===== config.mk =====
export PLATFORM = sky130hd
export DESIGN_NAME = id_ex_hazard_ctrl
export DESIGN_NICKNAME = d
export VERILOG_FILES = /design/src/rtl/id_ex_hazard_ctrl_pkg.sv /design/src/rtl/id_ex_hazard_ctrl_sat_counter.sv /design/src/rtl/id_ex_hazard_ctrl.sv
export SDC_FILE = /design/constraint.sdc
export NUM_CORES = 1
export LEC_CHECK = 0
export BUFFER_PORTS_ARGS = -buffer_cell sky130_fd_sc_hd__buf_2
export CORE_MARGIN = 10
export CORE_UTILIZATION = 47
export DETAILED_ROUTE_END_ITERATION = 10
export PLACE_DENSITY = 0.88
export SETUP_SLACK_MARGIN = 0.5
export SYNTH_ARGS = -nofsm -noshare
export SYNTH_HDL_FRONTEND = slang
export SYNTH_HIERARCHICAL = 1
export SYNTH_SLANG_ARGS = --single-unit

===== constraint.sdc =====
create_clock -name clk -period 1.45 [get_ports clk]
set_input_delay 0.0725 -clock clk [delete_from_list [all_inputs] [get_ports clk]]
set_output_delay 0.0725 -clock clk [all_outputs]
set_load 0.03 [all_outputs]

===== src/rtl/id_ex_hazard_ctrl_pkg.sv =====
// Shared pipeline definitions: wait FSM encoding, hazard priority classes,
// and the helper that ranks simultaneous hazards.
package id_ex_hazard_ctrl_pkg;

  typedef enum logic {
    RUN  = 1'b0,
    WAIT = 1'b1
  } state_e;

  // Ordered so a larger value always wins when several hazards coincide.
  typedef enum logic [1:0] {
    PRI_NONE     = 2'd0,
    PRI_LOAD_USE = 2'd1,
    PRI_BR_FLUSH = 2'd2,
    PRI_MEM_WAIT = 2'd3
  } hazard_e;

  localparam logic [4:0] REG_ZERO = 5'd0;

  // A memory freeze beats a taken branch, which beats a load-use stall.
  // A taken branch discards the ID instruction, so its load-use is moot.
  function automatic hazard_e resolveHazard(input logic memWait,
                                            input logic brFlush,
                                            input logic loadUse);
    hazard_e hz;
    hz = PRI_NONE;
    if (memWait) begin
      hz = PRI_MEM_WAIT;
    end else if (brFlush) begin
      hz = PRI_BR_FLUSH;
    end else if (loadUse) begin
      hz = PRI_LOAD_USE;
    end
    return hz;
  endfunction

endpackage


===== src/rtl/id_ex_hazard_ctrl_sat_counter.sv =====
// Event counter that sticks at all-ones instead of wrapping.
module sat_counter #(
  parameter int WIDTH = 16
) (
  input  logic             i_clk,
  input  logic             i_rst_n,
  input  logic             i_inc,
  output logic [WIDTH-1:0] o_count
);

  logic [WIDTH-1:0] r_count;

  // Count one event per cycle until the counter is full, then hold.
  always_ff @(posedge i_clk or negedge i_rst_n) begin
    if (!i_rst_n) begin
      r_count <= '0;
    end else if (i_inc && (r_count != '1)) begin
      r_count <= r_count + WIDTH'(1);
    end
  end

  assign o_count = r_count;

endmodule


===== src/rtl/id_ex_hazard_ctrl.sv =====
// Pipeline hazard controller: resolves load-use, taken-branch and memory-wait
// hazards into stall/flush controls, watches for stuck memory accesses and
// keeps saturating stall/flush statistics.
module id_ex_hazard_ctrl #(
  parameter int TIMEOUT = 255,
  parameter int CNT_W   = 16
) (
  input  logic             clk,
  input  logic             rst,
  input  logic [4:0]       id_rs,
  input  logic [4:0]       id_rt,
  input  logic             id_uses_rs,
  input  logic             id_uses_rt,
  input  logic [4:0]       ex_dst,
  input  logic             ex_Mem2Reg,
  input  logic             ex_regWr,
  input  logic [1:0]       ex_branch,
  input  logic             ex_taken,
  input  logic             mem_access,
  input  logic             dmem_ready,
  output logic             pc_stall,
  output logic             ifid_stall,
  output logic             idex_stall,
  output logic             exmem_stall,
  output logic             ifid_flush,
  output logic             idex_bubble,
  output logic             mem_timeout,
  output logic [CNT_W-1:0] stall_cnt,
  output logic [CNT_W-1:0] flush_cnt
);

  import id_ex_hazard_ctrl_pkg::*;

  localparam int WAIT_W = (TIMEOUT < 1) ? 1 : $clog2(TIMEOUT + 1);
  localparam logic [WAIT_W-1:0] TIMEOUT_V  = WAIT_W'(TIMEOUT);
  localparam logic [WAIT_W-1:0] TIMEOUT_M1 = WAIT_W'(TIMEOUT - 1);

  logic              w_loadUse;
  logic              w_brFlush;
  logic              w_memWait;
  hazard_e           w_hazard;

  state_e            r_state;
  logic [WAIT_W-1:0] r_waitCnt;
  logic              r_memTimeout;

  assign w_loadUse = ex_Mem2Reg && ex_regWr && (ex_dst != REG_ZERO) &&
                     ((id_uses_rs && (id_rs == ex_dst)) ||
                      (id_uses_rt && (id_rt == ex_dst)));
  assign w_brFlush = (ex_branch != 2'b00) && ex_taken;
  assign w_memWait = mem_access && !dmem_ready;
  assign w_hazard  = resolveHazard(w_memWait, w_brFlush, w_loadUse);

  // Translate the winning hazard into same-cycle stall/flush controls.
  always_comb begin
    pc_stall    = 1'b0;
    ifid_stall  = 1'b0;
    idex_stall  = 1'b0;
    exmem_stall = 1'b0;
    ifid_flush  = 1'b0;
    idex_bubble = 1'b0;
    case (w_hazard)
      PRI_MEM_WAIT: begin
        pc_stall    = 1'b1;
        ifid_stall  = 1'b1;
        idex_stall  = 1'b1;
        exmem_stall = 1'b1;
      end
      PRI_BR_FLUSH: begin
        ifid_flush  = 1'b1;
        idex_bubble = 1'b1;
      end
      PRI_LOAD_USE: begin
        pc_stall    = 1'b1;
        ifid_stall  = 1'b1;
        idex_bubble = 1'b1;
      end
      default: begin
      end
    endcase
  end

  // Track memory-wait episodes and latch a sticky timeout when one runs too long.
  always_ff @(posedge clk or negedge rst) begin
    if (!rst) begin
      r_state      <= RUN;
      r_waitCnt    <= '0;
      r_memTimeout <= 1'b0;
    end else begin
      case (r_state)
        RUN: begin
          r_waitCnt <= '0;
          if (w_memWait) begin
            r_state <= WAIT;
          end
        end
        WAIT: begin
          if (r_waitCnt != TIMEOUT_V) begin
            r_waitCnt <= r_waitCnt + WAIT_W'(1);
          end
          if (w_memWait && (r_waitCnt == TIMEOUT_M1)) begin
            r_memTimeout <= 1'b1;
          end
          if (!w_memWait) begin
            r_state <= RUN;
          end
        end
        default: begin
          r_state <= RUN;
        end
      endcase
    end
  end

  assign mem_timeout = r_memTimeout;

  sat_counter #(.WIDTH(CNT_W)) u_stallCnt (
    .i_clk   (clk),
    .i_rst_n (rst),
    .i_inc   (pc_stall),
    .o_count (stall_cnt)
  );

  sat_counter #(.WIDTH(CNT_W)) u_flushCnt (
    .i_clk   (clk),
    .i_rst_n (rst),
    .i_inc   (ifid_flush),
    .o_count (flush_cnt)
  );

endmodule


==> qor.yml, run 1 <==
status: "complete, but fails checks"
violations: "negative setup slack"
hold_viol: 0
rsz0062_at_grt: "true"
die_area_um2: 8350
r2r-end: "u_stallCnt/o_count[9]$_DFFE_PN0P_"
crit_type: "in2reg"
drtAntennaViolNets: 0
core.rowCount: 25
worst_slew_pin_slew_ps: 571
maxCapViolCount: 0
startpoint_type: "primary input"
first_pass_iters: 5
cts_tree: "yes"
postPlaceCellArea_um2: 3300
initial_core_util: 0.497
clock_skew_ps: 4.72
end_kind: "register"
slowest_delay_ps: 410
synth_top_cell_area_share: 0.439
yosysTopAreaCell: "dfrtp_1"
max_freq_ghz: 0.491
drcViolationCount: 0
finalCriticalPeriod_ps: 2030
vias: 2842
chipWidth_um: 91.4
hold_path_end: "r_state$_DFF_PN0_"
power.density_nw_per_um2: 1120
critPathSlowestCell: "o31ai_4"
clkSlewWorstSetupHoldPaths_ps: 90
stdcell_area_um2: 4450
ys_seq_area_frac: 0.439
hpwl_mm: 5.25
hp-class: "in2reg"
critPathRequiredTime_ps: 1680
crit_chain: "buf_8 > xor2_1 > nor4_1 > and3_4 > a31oi_4 > o31ai_4 > and3_1 > and4_2 > a31oi_1 > a31oi_1"
grt_overflow: 0
antenna_found_initial: 1
grt_pass1_wl_mm: 15.0
crit_start: "ex_dst[1]"
clk_path_buf_depth: 2
avgSynthCellArea_um2: 11.2
finalSetupViolCount: 38
initialDrtViolationCount: 232
cts_root_buf: "clkbuf_8"
final.period_utilization: 1.40
core_um2: 4820
synth_nets: 245
cts_made_buffers: 5
yosysWarnings: 6
totalWireLength_mm: 11.7
maxSlewViolCount: 0
die-height_um: 91.4
grt_max_degree: 43
cp_max_fo: 5
pin_count: 65
mostFrequentLayoutCells: "84 x buf_6, 49 x buf_4, 38 x dfrtp_1, 22 x buf_2, 17 x nand4_1"
worst_r2r_path_depth: 4
fin_ws_ps: -585
area_growth_pct: 85.9
clock_sinks: 42
peakVddDrop_mv: 0.879
drive_gt1_frac: 0.631
port_buffers: 64
worstHoldStart: "mem_access"
max-slew-margin-rel: 0.619
cp.arrival_ps: 2260
synth_area_leaders: "dfrtp_1 44%, xnor2_1 5.5%, xor2_1 4.8%"
reg2reg_from: "u_stallCnt/o_count[2]$_DFFE_PN0P_"
crit_path_frequent_cell: "a31oi_1"
grtUsageTotal: 0.221
holdPathStages: 3
ys_types: 39
via_per_inst: 6.36
fin_nets: 409
holdWs_ps: 192
syn_area_um2: 2390
ys_ff_latch: 42
finalWeightedCongestion: 0.829
synthCells: 214
wl_per_cell_um: 26.1
final_common_cell: "buf_6"
grt_pass1_vias: 2904
p_leak_uw: 0.00205
clock_latency_ps: 310
htree_num_levels: 2
r2r_slack_ps: -270
==> cell type report <==
type / instances / area, um2
Inverter: 4 / 18.8
Antenna cell: 1 / 2.50
Timing Repair Buffer: 159 / 1480
Clock inverter: 2 / 60.1
Clock buffer: 6 / 82.6
Tap cell: 67 / 83.8
Multi-Input combinational cell: 166 / 1670
Sequential cell: 42 / 1060
Fill cell: 173 / 367
==> flip-flops by register name, indices dropped and copies added, names as in the netlist <==
| register | flops |
|---|---|
| u_stallCnt/o_count | 16 |
| r_state | 1 |
| r_waitCnt | 8 |
| u_flushCnt/o_count | 16 |
| mem_timeout | 1 |
==> power breakdown <==
part / total, uW / internal (uW) / switching (uW) / leakage (uW)
logic: 2260 / 1060 / 1200 / 0.00142
clock network: 1190 / 735 / 457 / 0.0000714
registers: 1530 / 1330 / 202 / 0.000559
==> how the worst max path moves through the flow <==
stage / to / cells past startpoint
after floorplan: u_stallCnt/o_count[14]$_DFFE_PN0P_ / 9
after global placement: u_flushCnt/o_count[7]$_DFFE_PN0P_ / 11
after detailed placement: u_flushCnt/o_count[7]$_DFFE_PN0P_ / 11
after CTS: u_stallCnt/o_count[15]$_DFFE_PN0P_ / 10
after global routing: u_stallCnt/o_count[15]$_DFFE_PN0P_ / 10
final: u_stallCnt/o_count[7]$_DFFE_PN0P_ / 10
==> critical path: cells and delay by family <==
| family | cells | cell delay [ps] |
|---|---|---|
| xor+xnor | 1 | 160 |
| buf+inv | 1 | 100 |
| simple gates | 4 | 1190 |
| compound gates | 4 | 730 |
==> synthesized netlist by cell type <==
cell type,instances
dfrtp_1,42
nand4_1,17
xnor2_1,15
nand3_1,14
xor2_1,13
nand2_1,12
a31oi_1,10
o21a_1,10
nor2_1,9
a21oi_1,7
and3_1,6
ha_1,5
nor4_4,5
o21ai_0,5
inv_1,4
and4_4,3
a211oi_1,2
a32oi_1,2
and4_1,2
and4_2,2
and4b_1,2
buf_4,2
mux2_1,2
nand3_4,2
nand4_2,2
nand4_4,2
nor2_2,2
nor3_2,2
o211ai_1,2
o31ai_4,2
a211oi_2,1
a31o_2,1
and2_1,1
nand2b_1,1
nor3_1,1
nor4_1,1
o31a_1,1
o31ai_1,1
or4_1,1
==> stage by stage <==
| stage | setup TNS, ps | setup WS, ps | utilization | power (uW) | cells |
|---|---|---|---|---|---|
| after global placement | -17110 | -651 | 0.684 | 2960 | 403 |
| after CTS | -7360 | -317 | 0.854 | 4600 | 432 |
| after floorplan | -14260 | -606 | - | 2280 | 214 |
| final | -15530 | -585 | 0.924 | 4990 | 447 |
| after detailed placement | -19740 | -710 | 0.684 | 3020 | 403 |
| after global routing | -19780 | -724 | 0.924 | 5130 | 447 |
==> timing repair <==
action	in CTS	in global routing
gates resized for setup	138	51
buffers inserted	20	14
pin swaps	31	19
endpoints found under the hold margin	42	0
endpoints found under the setup margin	77	78
hold buffers	1	0
==> kinds of logic (layout without fill, tap and decap cells) <==
kind of cell	Yosys count	after routing	share of synthesized area
compound gates	44	44	0.136
xor+xnor	28	28	0.102
fa+ha+maj	5	5	0.0261
buf+inv	6	171	0.0125
flops	42	42	0.439
mux	2	2	0.00941
other cells	0	1	0
simple gates	87	87	0.274
==> routing by layer <==
layer	up-vias	part of all wire	global-route usage
met2	227	0.50	0.390
met3	71	0.081	0.0650
met5	-	0	0
li1	1156	-	-
met4	0	0.064	0.146
met1	1388	0.35	0.222
Note: power is estimated with default switching activity, not from simulation.
==> run 2: changes to the inputs <==
--- a/config.mk
+++ b/config.mk
@@ -5,9 +5,10 @@
 export SDC_FILE = /design/constraint.sdc
 export NUM_CORES = 1
 export LEC_CHECK = 0
+export ABC_AREA = 1
 export BUFFER_PORTS_ARGS = -buffer_cell sky130_fd_sc_hd__buf_2
 export CORE_MARGIN = 10
-export CORE_UTILIZATION = 47
+export CORE_UTILIZATION = 49
 export DETAILED_ROUTE_END_ITERATION = 10
 export PLACE_DENSITY = 0.88
 export SETUP_SLACK_MARGIN = 0.5
==> qor.yml, run 2 <==
total_power_uw: 5140
finalCriticalPeriod_ps: 1560
antenna_found_initial: 0
clkSlewWorstSetupHoldPaths_ps: 100
crit_cells: 8
synth.most_common_cell: "nand2_1"
initialDrtViolationCount: 360
cts_made_buffers: 5
area_growth_pct: 71.3
postPlaceCellArea_um2: 3490
grtUsageTotal: 0.201
fin_ws_ps: -108
synthCells: 422
utilization: 0.885
synth_area_leaders: "dfrtp_1 36%, nand2_1 22%, inv_1 6.2%"
grt_max_degree: 43
vias: 3902
cp_top_family: "simple AND/OR/NAND/NOR gates"
critPathSlowestCell: "dfrtp_2"
synthFlopType: "dfrtp_1"
grt_pass1_vias: 3518
initial_core_util: 0.516
cp_max_fo: 12
cp.arrival_ps: 1730
pin_count: 65
clk_path_buf_depth: 2
drtAntennaViolNets: 0
first_pass_iters: 6
cts_tree: "yes"
power.density_nw_per_um2: 1040
async_flop_share: 1.00
hold_viol: 0
fin_nets: 598
antenna_cells: 0
synth_edf_count: 0
yosysTopAreaCell: "dfrtp_1"
chipWidth_um: 96.9
peakVddDrop_mv: 0.990
clock_sinks: 42
via_per_inst: 6.10
ys_types: 25
hp-class: "in2reg"
maxCapViolCount: 0
max_freq_ghz: 0.642
drive_gt1_frac: 0.560
status: "complete, but fails checks"
violations: "negative setup slack"
hpwl_mm: 5.77
maxSlewViolCount: 0
clock_skew_ps: 12.7
grt_overflow: 0
die-height_um: 96.9
fill_cells: 231
finalSetupViolCount: 11
clock_latency_ps: 310
end_kind: "register"
crit_type: "reg2reg"
crit_chain: "nand2_1 > nor2_2 > nand2_4 > nor2_4 > nor2_4 > buf_12 > nand2_1 > o21ai_0"
synth_nets: 453
synth_top_cell_area_share: 0.363
core.rowCount: 27
synth_commonest_cells: "169 x nand2_1, 48 x inv_1, 44 x nor2_1"
port_buffers: 64
ys_ff_latch: 42
htree_num_levels: 2
avgSynthCellArea_um2: 6.86
slowest_delay_ps: 450
core_um2: 5610
wl_per_cell_um: 21.4
final_common_cell: "nand2_1"
p_leak_uw: 0.00237
rsz0062_at_grt: "true"
yosysWarnings: 6
ys_seq_area_frac: 0.363
holdPathStages: 4
syn_area_um2: 2900
final.period_utilization: 1.07
drcViolationCount: 0
worst_slew_pin_slew_ps: 320
grt_pass1_wl_mm: 16.2
cts_root_buf: "clkbuf_8"
max-slew-margin-rel: 0.786
critPathRequiredTime_ps: 1620
mostFrequentLayoutCells: "128 x nand2_1, 69 x buf_6, 48 x buf_4, 37 x nand2_2, 32 x dfrtp_2"
stdcell_area_um2: 4960
die_area_um2: 9380
startpoint_type: "register"
worst_r2r_path_depth: 8
finalWeightedCongestion: 0.872
crit_buf_inv: 1
totalWireLength_mm: 13.7
-- run 2: cell types whose count changed in the layout (fill, tap and decap cells not counted), moves of 13 or more --
cell	delta
nand2_4	+13
nand2_1	+120
inv_1	+28
dfrtp_1	-28
nand2_2	+36
dfrtp_2	+28
buf_6	-15
nor2_4	+21
nor2_1	+15
-- run 2: per-stage QoR --
step,setup slack (ps),hold WS [ps],cells,TNS [ps]
global route,-78.3,123,640,-385
floorplan,47.1,-223,422,0
global placement,-27.5,65.6,563,-27.9
finish,-108,88.1,640,-370
detailed placement,-97.3,68.4,563,-492
CTS,123,119,621,0
-- run 2: worst paths after layout --
check,startpoint,end,slack (ps)
max,u_stallCnt/o_count[5]$_DFFE_PN0P_,u_stallCnt/o_count[9]$_DFFE_PN0P_,-110
min,dmem_ready,mem_timeout$_DFFE_PN0P_,90
max reg2reg,u_stallCnt/o_count[5]$_DFFE_PN0P_,u_stallCnt/o_count[9]$_DFFE_PN0P_,-110
min reg2reg,r_waitCnt[7]$_DFFE_PN0P_,r_waitCnt[7]$_DFFE_PN0P_,500
max in group asynchronous,rst,u_stallCnt/o_count[7]$_DFFE_PN0P_,940
min in group asynchronous,rst,mem_timeout$_DFFE_PN0P_,270
-- run 2: final cells by class --
cell class / count / area [um2] / share of cell area
Inverter: 51 / 224 / 0.0451
Clock buffer: 6 / 82.6 / 0.0166
Sequential cell: 42 / 1090 / 0.220
Tap cell: 72 / 90.1 / 0.0182
Clock inverter: 2 / 12.5 / 0.00252
Timing Repair Buffer: 143 / 1390 / 0.280
Multi-Input combinational cell: 324 / 2070 / 0.418
-- run 2: worst register-to-register path, delay by kind of cell, from the launching register on --
| family | cells | cell delay, ps |
|---|---|---|
| simple gates | 6 | 740 |
| flops | 1 | 450 |
| buf+inv | 1 | 150 |
| compound gates | 1 | 110 |
-- run 2: timing repair --
action                                  4_1_cts  5_1_grt
hold buffers                                  2        0
cloned                                        1        0
endpoints found under the setup margin       77       78
setup buffers                                47       19
endpoints found under the hold margin        43        0
resized for setup                           123      132
pin swaps                                    36       42
-- run 2: cell families after synthesis --
family,count (synthesis),synth area share
AOI/OAI and AO/OA,32,0.0644
adders and majority gates,5,0.0216
buffers and inverters,57,0.0869
and+or+nand+nor,273,0.425
xor gates and xnor gates,13,0.0393
DFF,42,0.363
-- run 2: metal layers --
metal | vias to the layer above | track usage | wire length, um | part of all wire
li1 | 1603 | - | - | -
met1 | 1804 | 0.214 | 4510 | 0.33
met2 | 363 | 0.354 | 6710 | 0.49
met3 | 132 | 0.0525 | 1350 | 0.099
met4 | 0 | 0.101 | 1100 | 0.080
met5 | - | 0 | 0 | 0
-- run 2: where the power goes --
group	leakage, uW	switching (uW)	internal (uW)
Combinational	0.00182	1350	1230
Clock	0.0000472	471	384
Sequential	0.000499	335	1370
